[config.mk]
export PLATFORM = sky130hd
export DESIGN_NAME = prio_arbiter_ctrl_flat
export DESIGN_NICKNAME = d
export VERILOG_FILES = /design/src/rtl/arb_pkg.sv /design/src/rtl/prio_arbiter_ctrl_if.sv /design/src/rtl/arb_rotate_enc.sv /design/src/rtl/prio_arbiter_ctrl.sv /design/src/flat_wrapper.sv
export SDC_FILE = /design/constraint.sdc
export NUM_CORES = 1
export LEC_CHECK = 0
export CORE_MARGIN = 1.5
export CORE_UTILIZATION = 42
export CTS_CLUSTER_DIAMETER = 30
export CTS_CLUSTER_SIZE = 16
export DETAILED_ROUTE_END_ITERATION = 10
export PLACE_DENSITY = 0.78
export REMOVE_ABC_BUFFERS = 1
export SYNTH_ARGS = -nofsm -noshare
export SYNTH_HDL_FRONTEND = slang
export SYNTH_HIERARCHICAL = 1
export SYNTH_SLANG_ARGS = --single-unit
[constraint.sdc]
create_clock -name clk -period 2.5 [get_ports clk]
set_input_delay 0.25 -clock clk [delete_from_list [all_inputs] [get_ports clk]]
set_output_delay 0.25 -clock clk [all_outputs]
set_load 0.02 [all_outputs]
[src/rtl/arb_pkg.sv]
// Package: arb_pkg
// Shared types and helpers for the priority arbiter (prio_arbiter_ctrl).
//   N_REQ       number of requesters (fixed at 8)
//   ID_W        width of a binary requester index
//   arb_state_t arbiter FSM states
//   prio_enc8   8:3 priority encoder, highest set bit wins (0 when no bit is set)
package arb_pkg;

  localparam int unsigned N_REQ = 8;
  localparam int unsigned ID_W  = 3;

  typedef enum logic [1:0] {
    IDLE,
    GRANT,
    RELEASE
  } arb_state_t;

  function automatic logic [ID_W-1:0] prio_enc8(input logic [N_REQ-1:0] v);
    logic [ID_W-1:0] id;
    id = '0;
    // Ascending scan so the highest set bit is the last one to overwrite id.
    for (int i = 0; i < N_REQ; i++) begin
      if (v[i]) id = ID_W'(i);
    end
    return id;
  endfunction

endpackage

[src/rtl/prio_arbiter_ctrl_if.sv]
// Interface: prio_arbiter_ctrl_if
// Request/grant bundle between the requesters and the arbiter.
//   req[7:0]   request lines, level-sensitive, bit 7 highest priority
//   mask[7:0]  1 = requester excluded from arbitration
//   done       owner releases the resource
//   gnt[7:0]   one-hot grant
//   gnt_id     binary index of the granted requester
//   gnt_valid  1 while a grant is held
//   timeout    1-cycle pulse when the hold watchdog forces a release
// Modports: master = requester side, slave = arbiter side.
interface prio_arbiter_ctrl_if;
  import arb_pkg::*;

  logic [N_REQ-1:0] req;
  logic [N_REQ-1:0] mask;
  logic             done;
  logic [N_REQ-1:0] gnt;
  logic [ID_W-1:0]  gnt_id;
  logic             gnt_valid;
  logic             timeout;

  modport master (
    output req, mask, done,
    input  gnt, gnt_id, gnt_valid, timeout
  );

  modport slave (
    input  req, mask, done,
    output gnt, gnt_id, gnt_valid, timeout
  );

endinterface

[src/rtl/arb_rotate_enc.sv]
// Module: arb_rotate_enc
// Rotating priority encoder: searches vec starting at index start and moving downward with
// wrap (7 follows 0); the first set bit found wins.
//   vec[7:0]  candidate vector
//   start     first index examined (highest priority this round)
//   id        winning index (0 when nothing is found)
//   found     1 when any bit of vec is set
module arb_rotate_enc
  import arb_pkg::*;
(
  input  logic [N_REQ-1:0] vec,
  input  logic [ID_W-1:0]  start,
  output logic [ID_W-1:0]  id,
  output logic             found
);

  logic [ID_W-1:0] idx;

  always_comb begin
    id    = '0;
    found = 1'b0;
    idx   = '0;
    for (int i = 0; i < N_REQ; i++) begin
      // ID_W-bit subtraction gives the downward wrap for free.
      idx = start - ID_W'(i);
      if (!found && vec[idx]) begin
        id    = idx;
        found = 1'b1;
      end
    end
  end

endmodule

[src/rtl/prio_arbiter_ctrl.sv]
// Module: prio_arbiter_ctrl
// Sequencing arbiter sharing one resource among 8 requesters. A grant is held until the owner
// signals done, drops its request, or the hold watchdog expires; each release is followed by one
// dead cycle before the next arbitration.
// Parameters:
//   HOLD_MAX  maximum grant length in cycles before forced release; 0 disables the watchdog
// Ports:
//   clk       rising-edge clock
//   rst_n     synchronous active-low reset
//   bus       prio_arbiter_ctrl_if.slave (req, mask, done in; gnt, gnt_id, gnt_valid, timeout out)
// Build option:
//   ARB_ROUND_ROBIN_EN  when defined, search starts just below the last owner (rotating priority);
//                       otherwise fixed priority with bit 7 highest.
module prio_arbiter_ctrl
  import arb_pkg::*;
#(
  parameter int unsigned HOLD_MAX = 16
) (
  input  logic                clk,
  input  logic                rst_n,
  prio_arbiter_ctrl_if.slave  bus
);

  localparam int unsigned CNT_W = (HOLD_MAX == 0) ? 1 : $clog2(HOLD_MAX + 1);
  localparam logic [CNT_W-1:0] CNT_SAT  = '1;
  localparam logic [CNT_W-1:0] CNT_LAST = CNT_W'(HOLD_MAX - 1);

  arb_state_t       state, state_nxt;
  logic [ID_W-1:0]  gnt_id_q, gnt_id_d;
  logic [ID_W-1:0]  last_id_q, last_id_d;
  logic [CNT_W-1:0] hold_cnt_q, hold_cnt_d;
  logic             timeout_q, timeout_d;

  logic [N_REQ-1:0] eff;
  logic [ID_W-1:0]  win_id;
  logic             win_found;
  logic             req_lost;
  logic             wd_fire;
  logic             release_req;

  assign eff = bus.req & ~bus.mask;

`ifdef ARB_ROUND_ROBIN_EN
  logic [ID_W-1:0] rr_start;
  // Last owner becomes lowest priority: start one below it.
  assign rr_start = last_id_q - ID_W'(1);

  arb_rotate_enc u_rotate_enc (
    .vec   (eff),
    .start (rr_start),
    .id    (win_id),
    .found (win_found)
  );
`else
  assign win_id    = prio_enc8(eff);
  assign win_found = |eff;

  // last_id is tracked in both builds but only steers the rotating search.
  logic unused_last_id;
  assign unused_last_id = ^last_id_q;
`endif

  assign req_lost    = ~bus.req[gnt_id_q];
  assign wd_fire     = (HOLD_MAX != 0) && (hold_cnt_q == CNT_LAST);
  assign release_req = bus.done | req_lost | wd_fire;

  // State register
  always_ff @(posedge clk) begin
    if (!rst_n) begin
      state      <= IDLE;
      gnt_id_q   <= '0;
      last_id_q  <= '0;
      hold_cnt_q <= '0;
      timeout_q  <= 1'b0;
    end else begin
      state      <= state_nxt;
      gnt_id_q   <= gnt_id_d;
      last_id_q  <= last_id_d;
      hold_cnt_q <= hold_cnt_d;
      timeout_q  <= timeout_d;
    end
  end

  // Next-state logic
  always_comb begin
    state_nxt  = state;
    gnt_id_d   = gnt_id_q;
    last_id_d  = last_id_q;
    hold_cnt_d = hold_cnt_q;
    timeout_d  = 1'b0;
    unique case (state)
      IDLE: begin
        if (win_found) begin
          state_nxt  = GRANT;
          gnt_id_d   = win_id;
          hold_cnt_d = '0;
        end
      end
      GRANT: begin
        if (hold_cnt_q != CNT_SAT) hold_cnt_d = hold_cnt_q + CNT_W'(1);
        if (release_req) begin
          state_nxt = RELEASE;
          last_id_d = gnt_id_q;
          // Flag only releases forced purely by the watchdog.
          timeout_d = wd_fire & ~bus.done & ~req_lost;
        end
      end
      RELEASE: state_nxt = IDLE;
      default: state_nxt = IDLE;
    endcase
  end

  // Outputs: decoded from registered state only
  always_comb begin
    bus.gnt_valid = (state == GRANT);
    bus.gnt       = '0;
    if (state == GRANT) bus.gnt[gnt_id_q] = 1'b1;
    bus.gnt_id    = gnt_id_q;
    bus.timeout   = timeout_q;
  end

endmodule
[src/flat_wrapper.sv]
// flat-port wrapper written by rule: the top's interface ports become plain ports
module prio_arbiter_ctrl_flat import arb_pkg::*;
#(
  parameter int unsigned HOLD_MAX = 16
)
  (clk, rst_n, bus_req, bus_mask, bus_done, bus_gnt, bus_gnt_id, bus_gnt_valid, bus_timeout);
  prio_arbiter_ctrl_if bus_i ();
  input  logic clk;
  input  logic rst_n;
  input wire logic [$bits(bus_i.req)-1:0] bus_req;
  input wire logic [$bits(bus_i.mask)-1:0] bus_mask;
  input wire logic [$bits(bus_i.done)-1:0] bus_done;
  output wire logic [$bits(bus_i.gnt)-1:0] bus_gnt;
  output wire logic [$bits(bus_i.gnt_id)-1:0] bus_gnt_id;
  output wire logic [$bits(bus_i.gnt_valid)-1:0] bus_gnt_valid;
  output wire logic [$bits(bus_i.timeout)-1:0] bus_timeout;
  assign bus_i.req = bus_req;
  assign bus_i.mask = bus_mask;
  assign bus_i.done = bus_done;
  assign bus_gnt = bus_i.gnt;
  assign bus_gnt_id = bus_i.gnt_id;
  assign bus_gnt_valid = bus_i.gnt_valid;
  assign bus_timeout = bus_i.timeout;
  prio_arbiter_ctrl #(.HOLD_MAX(HOLD_MAX)) u_core (.clk(clk), .rst_n(rst_n), .bus(bus_i));
endmodule
==> impl_metrics.toml <==
[worst_setup_path]
start_kind = "flip-flop"
cp.arrival_ns = 1.89
critical_path_required_ns = 2.25
worst_setup_path_end_kind = "primary output"
path_max_fanout = 5
reg2reg_slack_ns = 0.68
reg2regPathDepth = 8
path_class = "flip-flop to primary output"

[clock_tree]
cts_setup_buffers = 0
post_cts_resized = 0
hold_buffers = 0
cts_root_buffer = "clkbuf_4"
clockBufferDepth = 2
insertion_delay_ns = 0.26
cts_tree = "yes"
numCtsBuffers = 3
clk_pin_slew_ns = 0.06
cts_num_sinks = 11
htree_levels = 1

[place]
dp_hpwl_um = 1436
gp_congestion = 0.7113
dpl_cell_area_um2 = 1107
portBuffers = 31

[synthesis]
avgSynthCellArea_um2 = 8.462
seq_area_frac_synth_pct = 27.98
yosysTopAreaCell = "dfxtp_1"
synth.area.top_cells = "dfxtp_1 28%, nand2b_1 7.2%, ha_1 4.8%"
synth.top_cell.area_share_pct = 27.98
ys.flop_type = "dfxtp_1"
async_reset_ff_share_pct = 0
synth.most_common_cell = "dfxtp_1"
ys.warnings.count = 6
synth_cells = 93
synth_commonest_cells = "11 x dfxtp_1, 10 x nand2_1, 9 x nand2b_1"
syn_area_um2 = 787.0
yosysUniqueCellTypes = 36
synth_seq_cells = 11
synth_edf_count = 0

[drt]
totalWireLength_um = 1783
drc = 0
wl_per_cell_um = 11.97
first_pass_iters = 4
antenna_left = 0
drt_iter0_markers = 16
drt-vias-per-instance = 5.168
vias = 770

[sta]
relSlewSlack_pct = 67.57
period_share_pct = 85.45
fin_skew_ns = 0.003233
setup_tns_ns = 0
drv_slew = 0
setup_viol = 0
hold_violations = 0
hold_ws_ns = 0.4801
tightest_slew_ns = 0.4849
rsz0062_at_grt = "false"
fmax_ghz = 0.4681
post-route-min-period_ns = 2.136

[cells_and_area]
fillers = 163
drive_gt1_share_pct = 8.065
antennaDiodeCount = 0
area.growth.synth_to_final_pct = 44.04
design_area_um2 = 1134
multiInputGateArea_um2 = 530.5
nNetsFinal = 147
seq_area_um2 = 220.2

[hold_path]
hold_path.class = "flip-flop to flip-flop"
min_path_cells = 2

[global_route]
grt_pass1_vias = 679
overflow = 0
grt_first_pass_wirelength_um = 2801
grt_max_degree = 18
antenna_found_initial = 0
grtUsageTotal_pct = 17.77

[floorplanning]
fp.dieW_um = 46.29
io_pins = 32
design.die.area_um2 = 2142
die_h_um = 46.29
rows = 15
core_um2 = 1745
start_util_pct = 45.09

[power]
p_per_area_nw_per_um2 = 509.7
max-vdd-ir-drop_mv = 0.4030
power_leakage_nw = 0.4207

[status]
status = "finished clean"

[flow_run]
maxCapViolCount = 0
-- critical path, stage by stage, from the launching register on --
cell,delay (ns)
dfxtp_1,0.33
nand2b_1,0.21
inv_1,0.16
nand2_1,0.12
nor3_1,0.18
clkdlybuf4s50_1,0.64
-- cell usage in the layout, fill, tap and decap left out, types with 2 or more instances in the layout --
cell	n
clkbuf_4	3
nand2b_1	9
ha_1	3
nor3b_1	2
nand2_1	10
xor2_1	2
nor3_1	5
nor2_1	6
o21ai_0	5
dfxtp_1	11
clkdlybuf4s50_1	31
nand3_1	2
nor2b_1	3
o31ai_1	3
inv_1	2
nand3b_1	4
mux2i_1	3
-- area by class of cell --
| cell class | count | area share [%] |
|---|---|---|
| multi-input combinational | 75 | 46.80 |
| inverter | 2 | 0.6623 |
| tap | 25 | 2.759 |
| clock buffer | 4 | 2.318 |
| timing repair buffer | 32 | 28.04 |
| sequential | 11 | 19.43 |
-- flip-flops by register name, summed over array words and instances, names as in the netlist --
signal	flops
u_core/bus.gnt_id	3
u_core/bus.timeout	1
u_core/hold_cnt_q	5
u_core/state	2
-- worst paths after layout --
kind / from / to
worst max-delay path: u_core/state[1] / bus_gnt[4]
worst min-delay path: u_core/hold_cnt_q[4] / u_core/hold_cnt_q[4]
worst max register to register: u_core/hold_cnt_q[0] / u_core/hold_cnt_q[3]
worst min register to register: u_core/hold_cnt_q[4] / u_core/hold_cnt_q[4]
-- metal layers --
| metal | GRT usage, % | vias up | routed length (um) |
|---|---|---|---|
| li1 | - | 399 | - |
| met1 | 20.53 | 344 | 810 |
| met2 | 32.50 | 27 | 891 |
| met3 | 5.490 | 0 | 82 |
| met4 | 2.286 | 0 | 0 |
| met5 | 0 | - | 0 |
-- metrics by stage --
step | util (%) | setup WS, ns | instances | total power, mW
CTS | 64.95 | 0.3443 | 149 | 0.5816
floorplan | - | 0.7725 | 88 | 0.3620
detailed placement | 63.44 | 0.6334 | 145 | 0.4662
finish | 64.95 | 0.3637 | 149 | 0.5778
global placement | 63.44 | 0.6546 | 145 | 0.4621
global route | 64.95 | 0.2486 | 149 | 0.6148
-- where the power goes --
part / switching [mW] / internal [mW] / total (mW)
combinational: 0.111 / 0.125 / 0.236
clock: 0.0530 / 0.0616 / 0.115
sequential: 0.0339 / 0.194 / 0.228
total: 0.198 / 0.380 / 0.578
-- kinds of logic (layout without fill, tap and decap cells) --
kind of cell	Yosys count	after routing	share of synthesized area (%)
AO/OA/AOI/OAI	16	16	15.10
XOR/XNOR	2	2	2.226
adder cells (fa/ha/maj)	3	3	4.770
buffers and inverters	7	38	4.611
flip-flops	11	11	27.98
multiplexers	5	5	9.539
AND/OR/NAND/NOR	49	49	35.77
No activity file was read; power rests on OpenSTA's default activity.
